## src/rtl/apb_slave_mem_ws.sv

```systemverilog
// APB register-bank slave: DEPTH words of DATA_W bits, byte strobes, optional
// wait states before PREADY and PSLVERR on out-of-range or misaligned access.

module apb_slave_mem_ws_lane #(
  parameter int DEPTH = 16,
  parameter int IDX_W = 4
) (
  input  logic             clk_i,
  input  logic             we_i,
  input  logic [IDX_W-1:0] idx_i,
  input  logic [7:0]       wd_i,
  output logic [7:0]       rd_o
);
  logic [7:0] mem_q [DEPTH];

  always_ff @(posedge clk_i) begin
    if (we_i) mem_q[idx_i] <= wd_i;
  end

  assign rd_o = mem_q[idx_i];
endmodule

module apb_slave_mem_ws #(
  parameter int DATA_W      = 32,
  parameter int ADDR_W      = 8,
  parameter int DEPTH       = 16,
  parameter int WAIT_STATES = 0
) (
  input  logic                PCLK,
  input  logic                PRESETn,
  input  logic                PSEL,
  input  logic                PENABLE,
  input  logic                PWRITE,
  input  logic [ADDR_W-1:0]   PADDR,
  input  logic [DATA_W-1:0]   PWDATA,
  input  logic [DATA_W/8-1:0] PSTRB,
  output logic [DATA_W-1:0]   PRDATA,
  output logic                PREADY,
  output logic                PSLVERR
);
  localparam int NB    = DATA_W / 8;
  localparam int OFS   = $clog2(NB);
  localparam int IDX_W = (DEPTH > 1) ? $clog2(DEPTH) : 1;
  localparam logic [ADDR_W-1:0] OFS_MASK = ADDR_W'((1 << OFS) - 1);
  localparam logic [ADDR_W:0]   DEPTH_A  = (ADDR_W + 1)'(DEPTH);

  typedef enum logic [1:0] {S_IDLE, S_WAIT, S_RESP} state_e;

  state_e                 state_q, state_d;
  logic [3:0]             cnt_q, cnt_d;
  logic [ADDR_W-1:0]      addr_q;
  logic                   wr_q;
  logic [NB-1:0][7:0]     wdata_q;
  logic [NB-1:0]          strb_q;
  logic                   pready_q, pready_d;
  logic                   pslverr_q, pslverr_d;
  logic [DATA_W-1:0]      prdata_q, prdata_d;
  logic                   cap;
  logic                   acc_go;

  // Accesses without wait states use the live bus; otherwise the captured copy.
  logic                   live;
  logic [ADDR_W-1:0]      a_addr;
  logic                   a_wr;
  logic [NB-1:0][7:0]     a_wdata;
  logic [NB-1:0]          a_strb;
  logic [ADDR_W-1:0]      widx;
  logic [IDX_W-1:0]       word;
  logic                   a_err;
  logic [NB-1:0]          lane_we;
  logic [NB-1:0][7:0]     rdata;

  assign live    = (state_q == S_IDLE);
  assign a_addr  = live ? PADDR  : addr_q;
  assign a_wr    = live ? PWRITE : wr_q;
  assign a_wdata = live ? PWDATA : wdata_q;
  assign a_strb  = live ? PSTRB  : strb_q;
  assign widx    = a_addr >> OFS;
  assign word    = widx[IDX_W-1:0];
  assign a_err   = ({1'b0, widx} >= DEPTH_A) || (|(a_addr & OFS_MASK));

  always_comb begin
    state_d   = state_q;
    cnt_d     = cnt_q;
    pready_d  = pready_q;
    pslverr_d = pslverr_q;
    prdata_d  = prdata_q;
    cap       = 1'b0;
    acc_go    = 1'b0;
    case (state_q)
      S_IDLE: begin
        if (PSEL && PENABLE) begin
          cap = 1'b1;
          if (WAIT_STATES == 0) begin
            acc_go  = 1'b1;
            state_d = S_RESP;
          end else begin
            cnt_d   = 4'(WAIT_STATES);
            state_d = S_WAIT;
          end
        end
      end
      S_WAIT: begin
        if (!(PSEL && PENABLE)) begin
          cnt_d   = 4'd0;
          state_d = S_IDLE;
        end else if (cnt_q == 4'd1) begin
          cnt_d   = 4'd0;
          acc_go  = 1'b1;
          state_d = S_RESP;
        end else begin
          cnt_d = cnt_q - 4'd1;
        end
      end
      S_RESP: begin
        pready_d  = 1'b0;
        pslverr_d = 1'b0;
        state_d   = S_IDLE;
      end
      default: state_d = S_IDLE;
    endcase
    if (acc_go) begin
      pready_d  = 1'b1;
      pslverr_d = a_err;
      if (!a_wr) prdata_d = a_err ? '0 : rdata;
    end
  end

  always_ff @(posedge PCLK) begin
    if (!PRESETn) begin
      state_q   <= S_IDLE;
      cnt_q     <= 4'd0;
      pready_q  <= 1'b0;
      pslverr_q <= 1'b0;
      prdata_q  <= '0;
    end else begin
      state_q   <= state_d;
      cnt_q     <= cnt_d;
      pready_q  <= pready_d;
      pslverr_q <= pslverr_d;
      prdata_q  <= prdata_d;
    end
  end

  always_ff @(posedge PCLK) begin
    if (cap) begin
      addr_q  <= PADDR;
      wr_q    <= PWRITE;
      wdata_q <= PWDATA;
      strb_q  <= PSTRB;
    end
  end

  // Reset blocks the write so an interrupted transfer leaves memory untouched.
  for (genvar i = 0; i < NB; i++) begin : g_lane
    assign lane_we[i] = PRESETn && acc_go && a_wr && !a_err && a_strb[i];
    apb_slave_mem_ws_lane #(.DEPTH(DEPTH), .IDX_W(IDX_W)) u_lane (
      .clk_i (PCLK),
      .we_i  (lane_we[i]),
      .idx_i (word),
      .wd_i  (a_wdata[i]),
      .rd_o  (rdata[i])
    );
  end

  assign PRDATA  = prdata_q;
  assign PREADY  = pready_q;
  assign PSLVERR = pslverr_q;
endmodule

```

## config.mk

```make
export PLATFORM = sky130hd
export DESIGN_NAME = apb_slave_mem_ws
export DESIGN_NICKNAME = d
export VERILOG_FILES = /design/src/rtl/apb_slave_mem_ws.sv
export SDC_FILE = /design/constraint.sdc
export NUM_CORES = 1
export LEC_CHECK = 0
export CELL_PAD_IN_SITES_DETAIL_PLACEMENT = 0
export CELL_PAD_IN_SITES_GLOBAL_PLACEMENT = 1
export CORE_UTILIZATION = 60
export CTS_BUF_LIST = sky130_fd_sc_hd__clkbuf_8
export DETAILED_ROUTE_END_ITERATION = 16
export PLACE_DENSITY_LB_ADDON = 0.05
export SLEW_MARGIN = 10
export SYNTH_ARGS = -nofsm -noshare
export SYNTH_HDL_FRONTEND = slang
export SYNTH_HIERARCHICAL = 1
export SYNTH_SLANG_ARGS = --single-unit
export TNS_END_PERCENT = 10
```

## constraint.sdc

```tcl
create_clock -name PCLK -period 4.6 [get_ports PCLK]
set_input_delay 0.46 -clock PCLK [delete_from_list [all_inputs] [get_ports PCLK]]
set_output_delay 0.46 -clock PCLK [all_outputs]
set_load 0.05 [all_outputs]
```

==> impl_summary.md, run 1 <==
Critical path
The launch instance of the worst register-to-register path is state_q[1]. The nature of the critical path endpoint is a flip-flop. The category of the critical setup timing path is flip-flop to flip-flop.

Data arrives at the worst endpoint at 3.39 ns. STA puts the critical path data required time at 4.85 ns. The minimum setup slack among reg-to-reg paths is 1.46 ns. The endpoint identified for the worst register-to-register timing path is g_lane[3].u_lane/mem_q[2][7].

The category of the worst setup path launch point is a flip-flop. The worst-case reg-to-reg path depth is 4. Of all nets on the critical path, the largest fanout is 33.

Synthesis
The largest total area in the synthesized netlist belongs to edfxtp_1. The xor-xnor portion of the synthesized cell area is 0%. The flip-flop and latch count after synthesis is 583. The flip-flop cell with the highest count after synthesis is edfxtp_1.

After synthesis, the share of flip-flops with an asynchronous set or reset is 0%. The synthesized netlist devotes 0% of its cell area to adder and majority cells. The portion of netlist area occupied by mux cells is 14.5%. Counting instances in the post-synthesis netlist gives the leading cell types as edfxtp_1, mux4_2, nand2_1. The register area share after synthesis is 75.6%. By area, the combinational part of the netlist is dominated by multiplexers.

The distinct cell type count of the synthesized netlist is 29. The compound-cell area share of the yosys netlist is 3.91%. The most frequent cell after synthesis is edfxtp_1. The area share of the largest cell type after synthesis is 72.5%.

The number of nets handed over by synthesis was 1,174. By area the synthesized netlist is led by edfxtp_1, mux4_2, dfxtp_1. The average instance area after synthesis is 20.2 µm². In this run the cell area of the synthesized design comes to 0.0227 mm². The synthesized design contains 548 enable-type register cells. Yosys printed 6 warnings. The synthesized netlist devotes 4.38% of its cell area to simple gates. The number of standard cells after synthesis is 1,125.

Placement
The final weighted congestion in routability-driven placement is 0.755. After legalization and detailed placement, the total HPWL measured 27,900 µm. Buffers placed on the I/O ports in this run total 82. Prior to clock tree synthesis, the placed netlist has a worst setup slack of 0.884 ns. The number of placed instances, taps included, is 1,682.

Power
The power per unit of standard cell area is 408 mW/mm². Of the total power, the share spent switching nets is 21.8%. Summed over all nets, the switching power comes to 2.30 mW. Combinational cells account for 6.1% of the total power. Registers are responsible for 55.5% of the overall power.

The completed layout was analyzed and its total power is 10.5 mW. The clock network is responsible for 38.4% of the overall power. The leakage power figure is 8.33 nW. The maximum vdd ir drop is 0.291 mV. The internal power of the cells is 8.24 mW.

Clock tree
For this design, the sink count on the clock tree is 583. At the later pin of the worst-skew pair, clock insertion delay measures 0.63 ns. Buffers added to address setup during post-CTS repair amount to 0.

No sink is reached through more buffers than the 3 on the longest clock path. The number of buffers created by CTS is 91. The post-cts sizing count is 0. The tree is rooted in a clkbuf_8.

The number of levels in the clock H-tree is 3. Hold repair after CTS inserted 0 buffers. The clock-pin slew on the worst setup and hold paths is 0.05 ns.

The TritonCTS clock tree is built.

Hold path
The beginning of the worst hold path is PRESETn. The cell count of the worst hold path is 2. The worst hold path terminates at state_q[1].

The worst hold path class is input port to flip-flop.

Detailed routing
The routed length per instance is 24.4 µm. Using the TritonRoute via totals, the vias-per-cell ratio works out to 5.99. The pre-antenna-repair detailed-routing pass consisted of 5 iterations. After detailed routing, the number of remaining DRC violations is 0. The overall via count from detail_route is 11,067. The initial detailed-routing violation count is 1,035. The total length of routed wires is 45,200 µm. The detail route stage leaves a number of antenna-violating nets equal to 0.

Floorplan
The floorplan row count is 70. The total die area is 0.0386 mm². The height of the die is 196 µm. The region available for standard cell placement spans 0.0369 mm².

The starting density of the core is 61.5%. The die outline width is 196 µm. The number of top-level design ports is 83.

Timing
The worst hold slack after final layout is 0.253 ns. The count of endpoints failing hold in the final timing report is 0. The worst pin sits at a relative slew slack of 34.7%. Of the available clock period, the critical path in the final layout requires 68.3%. Timing would allow up to 0.318 GHz. Setup repair after global routing left no endpoint under its margin. The slew at the pin with the worst max-slew slack is 0.979 ns. The count of endpoints failing setup in the final report is 0. The final setup TNS is 0 ns.

The worst path setup slack after routing is 1.46 ns. The final max-slew violation count came to 0. Between clock sinks in the finished design, the worst skew comes to 0.0181 ns. The final critical-path required period is 3.14 ns.

Global routing
The first global-routing pass estimated 69,200 µm of wire. For this run the aggregate overflow at the end of global routing stands at 0. The initial antenna violation count is 1.

Global routing consumed, over all layers together, 24.8% of the routing resources. Entering global routing, the biggest net connects 103 pins. The via count of the first global-routing pass is 11,356.

Cells and area
The net count of the finished layout is 1,320. Of the cells placed in the final design, the portion with a size suffix greater than 1 is 26.6%. The final cell count without fillers is 1,849.

The layout overhead on the synthesized area is 13.8%. Fill cells in the final layout number 2,354.

Flow run
The max-capacitance violation count is 0.

Outcome
The flow ran to the end, and the final reports show no timing, DRC or antenna violations.
[state kept, by name, summed over array words and instances, names as in the netlist]
| signal | cells |
|---|---|
| g_lane.u_lane/mem_q | 512 |
| PRDATA | 32 |
| wdata_q | 32 |
| addr_q | 4 |
| PREADY | 1 |
| PSLVERR | 1 |
| state_q | 1 |
[through the flow]
| step | utilization [%] | instance area (µm²) |
|---|---|---|
| global placement | 65.3 | 24100 |
| CTS | 70.0 | 25800 |
| global route | 70.0 | 25800 |
| detailed placement | 65.3 | 24100 |
| floorplan | - | 22700 |
| finish | 70.0 | 25800 |
[worst max-delay path: stages (launching register included)]
cell	delay, ns
dfxtp_2	0.58
buf_4	0.30
mux2_2	0.65
or3b_2	0.61
nor2_1	0.62
[power groups by stage]
| stage | clock (mW) | combinational, mW | sequential, mW |
|---|---|---|---|
| floorplan | 0 | 0.423 | 5.96 |
| global placement | 0 | 0.641 | 5.96 |
| detailed placement | 0 | 0.648 | 5.96 |
| CTS | 4.14 | 0.650 | 5.85 |
| global route | 4.37 | 0.691 | 5.85 |
| finish | 4.05 | 0.641 | 5.85 |
[per-layer routing]
layer / share of wire (%) / GRT usage (%)
met5: 0.020 / 0
met4: 1.9 / 8.45
met3: 6.2 / 5.12
met1: 44 / 36.2
met2: 48 / 37.9
[cells in the final DEF, fill, tap and decap left out, types with 8 or more instances in the layout]
master	instances
edfxtp_1	548
mux4_2	128
clkbuf_8	102
nand2_1	101
clkdlybuf4s50_1	81
a22oi_1	64
nor2_1	53
dfxtp_1	34
mux2_2	34
inv_1	31
buf_4	31
o22ai_2	30
nor3_1	16
clkinv_1	14
clkinv_2	14
nand2b_1	9
and2_1	8
nor2b_1	8
nand3b_1	8
[layout make-up]
cell class | instances | area, µm² | area share (%)
Sequential cell | 583 | 17200 | 66.5
Tap cell | 504 | 631 | 2.44
Clock buffer | 102 | 1400 | 5.44
Timing Repair Buffer | 115 | 1090 | 4.22
Clock inverter | 64 | 324 | 1.26
Multi-Input combinational cell | 480 | 5210 | 20.2
Antenna cell | 1 | 2.50 | 0.00969
[kinds of logic after synthesis]
family,Yosys count
compound gates,99
mux,164
simple gates,217
flops,583
buf+inv,62
[how the worst max path moves through the flow]
stage / startpoint / to / slack (ns) / depth (start not counted)
final: state_q[1] / g_lane[3].u_lane/mem_q[2][7] / 1.46 / 4
after global routing: state_q[1] / PRDATA[0] / 1.26 / 7
after CTS: state_q[1] / PRDATA[11] / 1.47 / 7
after detailed placement: PADDR[0] / g_lane[0].u_lane/mem_q[3][2] / 0.88 / 6
after global placement: PADDR[0] / g_lane[2].u_lane/mem_q[1][7] / 0.98 / 6
after floorplan: state_q[1] / g_lane[0].u_lane/mem_q[0][0] / 1.87 / 5
Note: power is estimated with default switching activity, not from simulation.
==> run 2, diff against run 1 <==
Settings changed: CORE_UTILIZATION 60 to 56.
Clock period 4.6 ns to 3.25 ns, I/O delays scaled along.
==> run 2 against run 1 <==
Net effect:
- die area increased by 7.1%
- wire length grew 2.2%
- largest power group unchanged
- largest cell class unchanged
- via count grew 1.8%
- setup slack lost 0.97 ns
- sequential share of layout area fell by 1.6 points
==> impl_summary.md, run 2 (synthesis gave the netlist of run 1 again) <==
Outcome
Status: finished clean (unchanged).

Power
The maximum vdd ir drop was 0.423 mV (was 0.291 mV). The internal power of the cells is 11.6 mW (was 8.24 mW). The relative contribution of combinational cells to total power was 6.2% (was 6.1%).

The power per unit of standard cell area came to 561 mW/mm² (was 408 mW/mm²). The total design power is 14.8 mW (was 10.5 mW). The leakage power figure came to 8.76 nW (was 8.33 nW).

The switching power was 3.26 mW (was 2.30 mW). The clock share of power is 38.0% (was 38.4%). The fraction of power consumed by sequential logic is 55.8% (was 55.5%). The net switching share of the total power was 21.9% (was 21.8%).

Cells and area
The share of layout cells above drive strength 1 was 30.0% (was 26.6%). The flip-flop count of the largest register, all copies and words added is 512 (unchanged). The register name with the most flops was g_lane.u_lane/mem_q (unchanged). The most common library cell in the layout ignoring fill and taps is edfxtp_1 (unchanged). The net count of the finished layout is 1,397 (was 1,320).

Most used cells in the layout excluding fill and tap cells: edfxtp_1, mux4_2, nand2_1, buf_4, clkbuf_8 (was edfxtp_1, mux4_2, clkbuf_8, nand2_1, clkdlybuf4s50_1). The final design utilization was 66.4% (was 70.0%). The layout overhead on the synthesized area is 16.6% (was 13.8%). The summed area of non-filler cells in the final layout was 0.0265 mm² (was 0.0258 mm²).

Floorplan
The total die area was 0.0413 mm² (was 0.0386 mm²). The core box area is 0.0398 mm² (was 0.0369 mm²). The number of top-level design ports is 83 (unchanged). The floorplan row count is 73 (was 70). The height of the die is 203 µm (was 196 µm). The starting density of the core is 57.0% (was 61.5%).

The die outline width came to 203 µm (was 196 µm).

Detailed routing
The detailed-routing iteration count for the pre-antenna-repair pass is 5 (unchanged). The overall via count from detail_route is 11,270 (was 11,067). The number of vias per cell is 5.79 (was 5.99). The residual antenna-violating net count after detailed routing is 0 (unchanged).

The routed length per instance is 23.7 µm (was 24.4 µm). The initial detailed-routing violation count is 860 (was 1,035). The total length of routed wires came to 46,200 µm (was 45,200 µm).

The final routed DRC violation total was 0 (unchanged).

Clock tree
The number of buffers created by CTS is 91 (unchanged). The number of hold buffers added after CTS is 0 (unchanged). The count of clock tree sinks is 583 (unchanged).

The TritonCTS clock tree is built (unchanged). The cell at the root of the clock tree is clkbuf_8 (unchanged). The number of levels in the clock H-tree came to 3 (unchanged). The maximum number of buffers from clock root to sink is 3 (unchanged). The clock-pin slew on the worst setup and hold paths is 0.05 ns (about the same). The clock insertion delay at the later pin of the skew report is 0.63 ns (about the same). The post-cts sizing count was 0 (unchanged). The post-CTS setup buffer count came to 0 (unchanged).

Timing
The final setup TNS was 0 ns (unchanged). The part of the cycle the worst path needs came to 84.9% (was 68.3%). Unrepaired setup endpoints after global routing: false (unchanged). The count of endpoints failing hold in the final timing report was 0 (unchanged). The final max-slew violation count is 0 (unchanged). The worst hold slack after final layout is 0.118 ns (was 0.253 ns).

The worst slew slack as a fraction of its limit came to 46.4% (was 34.7%). The worst clock skew came to 0.0218 ns (was 0.0181 ns). The final critical-path required period is 2.76 ns (was 3.14 ns).

The maximum operating frequency is 0.362 GHz (was 0.318 GHz). The count of endpoints failing setup in the final report is 0 (unchanged). The slew at the pin with the worst max-slew slack is 0.804 ns (was 0.979 ns).

Critical path
The terminus of the critical flop-to-flop path is g_lane[3].u_lane/mem_q[0][2] (was g_lane[3].u_lane/mem_q[2][7]). The maximum net fanout on the critical path is 14 (was 33). The launch instance of the worst register-to-register path is state_q[1] (unchanged). The data required time at the worst endpoint is 3.57 ns (was 4.85 ns).

The category of the critical setup timing path is flip-flop to flip-flop (unchanged). Cells along the critical path: and4b_1 -> and3_1 -> and2_1 -> or3b_2 -> nor3_1 -> buf_4 (was buf_4 -> mux2_2 -> or3b_2 -> nor2_1). The minimum setup slack among reg-to-reg paths is 0.49 ns (was 1.46 ns).

The category of the worst setup path launch point is a flip-flop (unchanged). The critical-path cell with the highest stage delay was or3b_2 (was mux2_2). The endpoint arrival time on the critical path was 3.08 ns (was 3.39 ns).

The nature of the critical path endpoint is a flip-flop (unchanged). The worst-case reg-to-reg path depth came to 6 (was 4). The worst stage delay on the critical path was 0.52 ns (was 0.65 ns).

Hold path
The beginning of the worst hold path is PRESETn (unchanged). The cell count of the worst hold path was 2 (unchanged). The worst hold path class is input port to flip-flop (unchanged).

The worst hold path endpoint is state_q[1] (unchanged).

Global routing
The via count of the first global-routing pass is 11,885 (was 11,356). The wire length of the first global-routing pass is 70,600 µm (was 69,200 µm). The overall track demand over capacity in global routing is 23.3% (was 24.8%). The pin count of the biggest net entering global routing was 66 (was 103). The remaining global-route overflow was 0 (unchanged). The initial antenna violation count is 1 (unchanged).

Placement
The total cell area at the placement stage is 0.0248 mm² (was 0.0241 mm²). The post-DP HPWL is 29,400 µm (was 27,900 µm). The count of buffers from port buffering is 82 (unchanged). The final weighted congestion in routability-driven placement is 0.775 (was 0.755).

Flow run
The max-capacitance violation count is 0 (unchanged).
run 2: area by class of cell:
type / count / area [µm²]
antenna: 1 / 2.50
clock buffer: 98 / 1350
clock inverter: 69 / 330
fill: 2806 / 13400
multi-input combinational: 480 / 5210
sequential: 583 / 17200
tap: 525 / 657
timing repair buffer: 192 / 1750
run 2: metrics by stage:
step	std cells	setup slack, ns
after floorplan	1125	0.522
after global placement	1780	0.228
after detailed placement	1780	0.166
after CTS	1947	0.485
after global routing	1947	0.314
final	1948	0.491
run 2: layer usage:
layer / part of all wire [%] / up-vias / GRT usage (%)
met2: 49 / 276 / 36.9
met4: 2.0 / 2 / 8.06
met3: 5.2 / 68 / 4.35
li1: - / 5072 / -
met1: 44 / 5852 / 32.9
met5: 0.028 / - / 0
run 2: power by group through the flow:
stage / combinational [mW] / clock (mW) / sequential [mW]
after global routing: 1.00 / 6.08 / 8.28
after detailed placement: 0.940 / 0 / 8.44
after CTS: 0.942 / 5.78 / 8.28
final: 0.924 / 5.64 / 8.28
after global placement: 0.931 / 0 / 8.44
after floorplan: 0.599 / 0 / 8.44
run 2: how the worst max path moves through the flow:
stage	endpoint	slack [ns]	from	cells after the start
floorplan	g_lane[0].u_lane/mem_q[0][0]	0.52	state_q[1]	5
detailed placement	g_lane[3].u_lane/mem_q[0][5]	0.17	PADDR[0]	7
finish	g_lane[3].u_lane/mem_q[0][2]	0.49	state_q[1]	6
global placement	g_lane[2].u_lane/mem_q[0][0]	0.23	PADDR[0]	7
global route	PRDATA[5]	0.31	state_q[1]	7
CTS	g_lane[3].u_lane/mem_q[0][2]	0.48	state_q[1]	6
run 2: worst max-delay path: cells and delay by family, from the launching register on:
| kind | cells | cell delay [ns] |
|---|---|---|
| buf+inv | 1 | 0.21 |
| simple gates | 5 | 1.80 |
| flops | 1 | 0.45 |
==> run 3, diff against run 2 <==
Clock period 3.25 ns to 2.8 ns, I/O delays scaled along.
==> run 3 against run 2 <==
Net effect:
- critical path depth unchanged
- core utilization grew 0.49 points
- global-route usage down 0.052 points
- clock-buffer cell count is 2 lower
- final area increased by 0.73%
- register-to-register slack lost 0.35 ns
- critical endpoint is now PRDATA[20]
- worst hold slack got worse by 0.0099 ns
- flip-flop and latch count unchanged
- first-iteration DRC count down 12%
- final cell count rose by 0.82%
- combinational power up 18%
- wire length down 1.1%
==> impl_summary.md, run 3 (synthesis gave the netlist of run 1 again) <==
Detailed routing
The final routed DRC violation total is 0 (unchanged). The initial detailed-routing violation count came to 754 (was 860). The number of vias per cell came to 5.77 (was 5.79). The overall via count from detail_route came to 11,329 (was 11,270). The routed length per instance came to 23.3 µm (was 23.7 µm). The total length of routed wires is 45,700 µm (was 46,200 µm). The residual antenna-violating net count after detailed routing came to 0 (unchanged). The detailed-routing iteration count for the pre-antenna-repair pass is 5 (unchanged).

Critical path
The category of the critical setup timing path is flip-flop to flip-flop (unchanged). The minimum setup slack among reg-to-reg paths is 0.14 ns (was 0.49 ns). The endpoint arrival time on the critical path is 3.20 ns (was 3.08 ns). The maximum net fanout on the critical path was 32 (was 14). The category of the worst setup path launch point is a flip-flop (unchanged). The nature of the critical path endpoint is a flip-flop (unchanged). The data required time at the worst endpoint came to 3.34 ns (was 3.57 ns).

Cells and area
The flip-flop count of the largest register, all copies and words added is 512 (unchanged). The final cell count without fillers is 1,964 (was 1,948). The layout overhead on the synthesized area is 17.5% (was 16.6%). The most common library cell in the layout ignoring fill and taps is edfxtp_1 (unchanged). The net count of the finished layout is 1,419 (was 1,397). The register name with the most flops is g_lane.u_lane/mem_q (unchanged). Most used cells in the layout excluding fill and tap cells: edfxtp_1, mux4_2, buf_4, nand2_1, clkbuf_8 (was edfxtp_1, mux4_2, nand2_1, buf_4, clkbuf_8).

The number of fill cells is 2,763 (was 2,806). The multi-input gate area in the final layout is 0.00521 mm² (about the same). The sequential cell area in the final layout came to 0.0172 mm² (unchanged). The diode insertion count for antenna repair is 0 (was 1). The share of layout cells above drive strength 1 is 31.8% (was 30.0%).

Timing
The final max-slew violation count was 0 (unchanged). The maximum operating frequency is 0.376 GHz (was 0.362 GHz). The worst clock skew is 0.0212 ns (was 0.0218 ns). The worst hold slack after final layout is 0.108 ns (was 0.118 ns). The slew at the pin with the worst max-slew slack is 0.777 ns (was 0.804 ns). The count of endpoints failing hold in the final timing report was 0 (unchanged). Unrepaired setup endpoints after global routing: false (unchanged). The count of endpoints failing setup in the final report is 0 (unchanged).

The final critical-path required period is 2.66 ns (was 2.76 ns). The part of the cycle the worst path needs is 95.0% (was 84.9%). The worst slew slack as a fraction of its limit is 48.2% (was 46.4%).

Floorplan
The starting density of the core is 57.0% (unchanged). The number of top-level design ports is 83 (unchanged). The floorplan row count is 73 (unchanged).

The total die area is 0.0413 mm² (unchanged). The die outline width came to 203 µm (unchanged). The height of the die is 203 µm (unchanged). The core box area is 0.0398 mm² (unchanged).

Global routing
The initial antenna violation count is 0 (was 1). The wire length of the first global-routing pass is 70,600 µm (about the same). The remaining global-route overflow was 0 (unchanged).

The overall track demand over capacity in global routing is 23.2% (was 23.3%). The pin count of the biggest net entering global routing came to 66 (unchanged). The via count of the first global-routing pass is 11,888 (was 11,885).

Power
The total design power is 17.4 mW (was 14.8 mW). The power per unit of standard cell area is 651 mW/mm² (was 561 mW/mm²). The maximum vdd ir drop is 0.443 mV (was 0.423 mV).

The leakage power figure was 8.86 nW (was 8.76 nW).

Placement
The count of buffers from port buffering is 82 (unchanged). The post-DP HPWL came to 30,000 µm (was 29,400 µm). The final weighted congestion in routability-driven placement is 0.768 (was 0.775). The number of instances in the placed design is 1,803 (was 1,780).

Outcome
Status: finished clean (unchanged).

Clock tree
The maximum number of buffers from clock root to sink is 3 (unchanged). The cell at the root of the clock tree is clkbuf_8 (unchanged). The clock-pin slew on the worst setup and hold paths is 0.06 ns (was 0.05 ns). The number of buffers created by CTS is 90 (was 91). The TritonCTS clock tree is built (unchanged). The number of levels in the clock H-tree is 3 (unchanged). The clock insertion delay at the later pin of the skew report is 0.64 ns (was 0.63 ns). The count of clock tree sinks is 583 (unchanged).

The number of hold buffers added after CTS was 0 (unchanged).

Flow run
The max-capacitance violation count is 0 (unchanged).

Hold path
The worst hold path class was input port to flip-flop (unchanged).
-- run 3: worst max-delay path, stage by stage, from the launching register on --
cell and delay [ns]:
dfxtp_2 0.60, mux2_2 0.66, nor2_1 0.64, a22oi_1 0.28
nand2_1 0.14, nand2_1 0.10, o22ai_2 0.14
-- run 3: through the flow --
| step | area [µm²] | setup WS (ns) | util, % | setup TNS, ns |
|---|---|---|---|---|
| after floorplan | 22700 | 0.0720 | - | 0 |
| after global placement | 24900 | -0.0385 | 62.6 | -0.291 |
| after detailed placement | 24900 | -0.0417 | 62.6 | -0.332 |
| after CTS | 26600 | 0.101 | 66.9 | 0 |
| after global routing | 26700 | 0.00677 | 66.9 | 0 |
| final | 26700 | 0.141 | 66.9 | 0 |
-- run 3: power by group --
part           switching (mW)  internal, mW
clock                    3.12          3.53
sequential             0.0127          9.60
combinational           0.626         0.465
total                    3.76          13.6
-- run 3: final cells by class --
cell class	count	share of cell area [%]
tap	525	2.46
multi-input combinational	480	19.5
clock buffer	96	4.96
sequential	583	64.4
clock inverter	65	1.42
timing repair buffer	215	7.23
-- run 3: worst paths after layout --
check,start,cells after the start,endpoint
worst min register to register,PRDATA[24],2,PRDATA[24]
worst min-delay path,PRESETn,2,state_q[1]
worst max register to register,state_q[1],6,PRDATA[20]
worst max-delay path,state_q[1],6,PRDATA[20]
-- run 3: timing repair --
action,in CTS,in global routing
setup buffers,0,0
endpoints found under the hold margin,0,0
resized for setup,0,1
setup endpoints to repair,0,1
-- run 3: routing by layer --
| metal | vias to the layer above | wire length [µm] | global-route usage, % |
|---|---|---|---|
| met5 | - | 0 | 0 |
| met4 | 0 | 907 | 7.76 |
| met3 | 60 | 2450 | 3.98 |
| met2 | 319 | 22400 | 37.2 |
| met1 | 5842 | 20000 | 32.9 |
| li1 | 5108 | - | - |
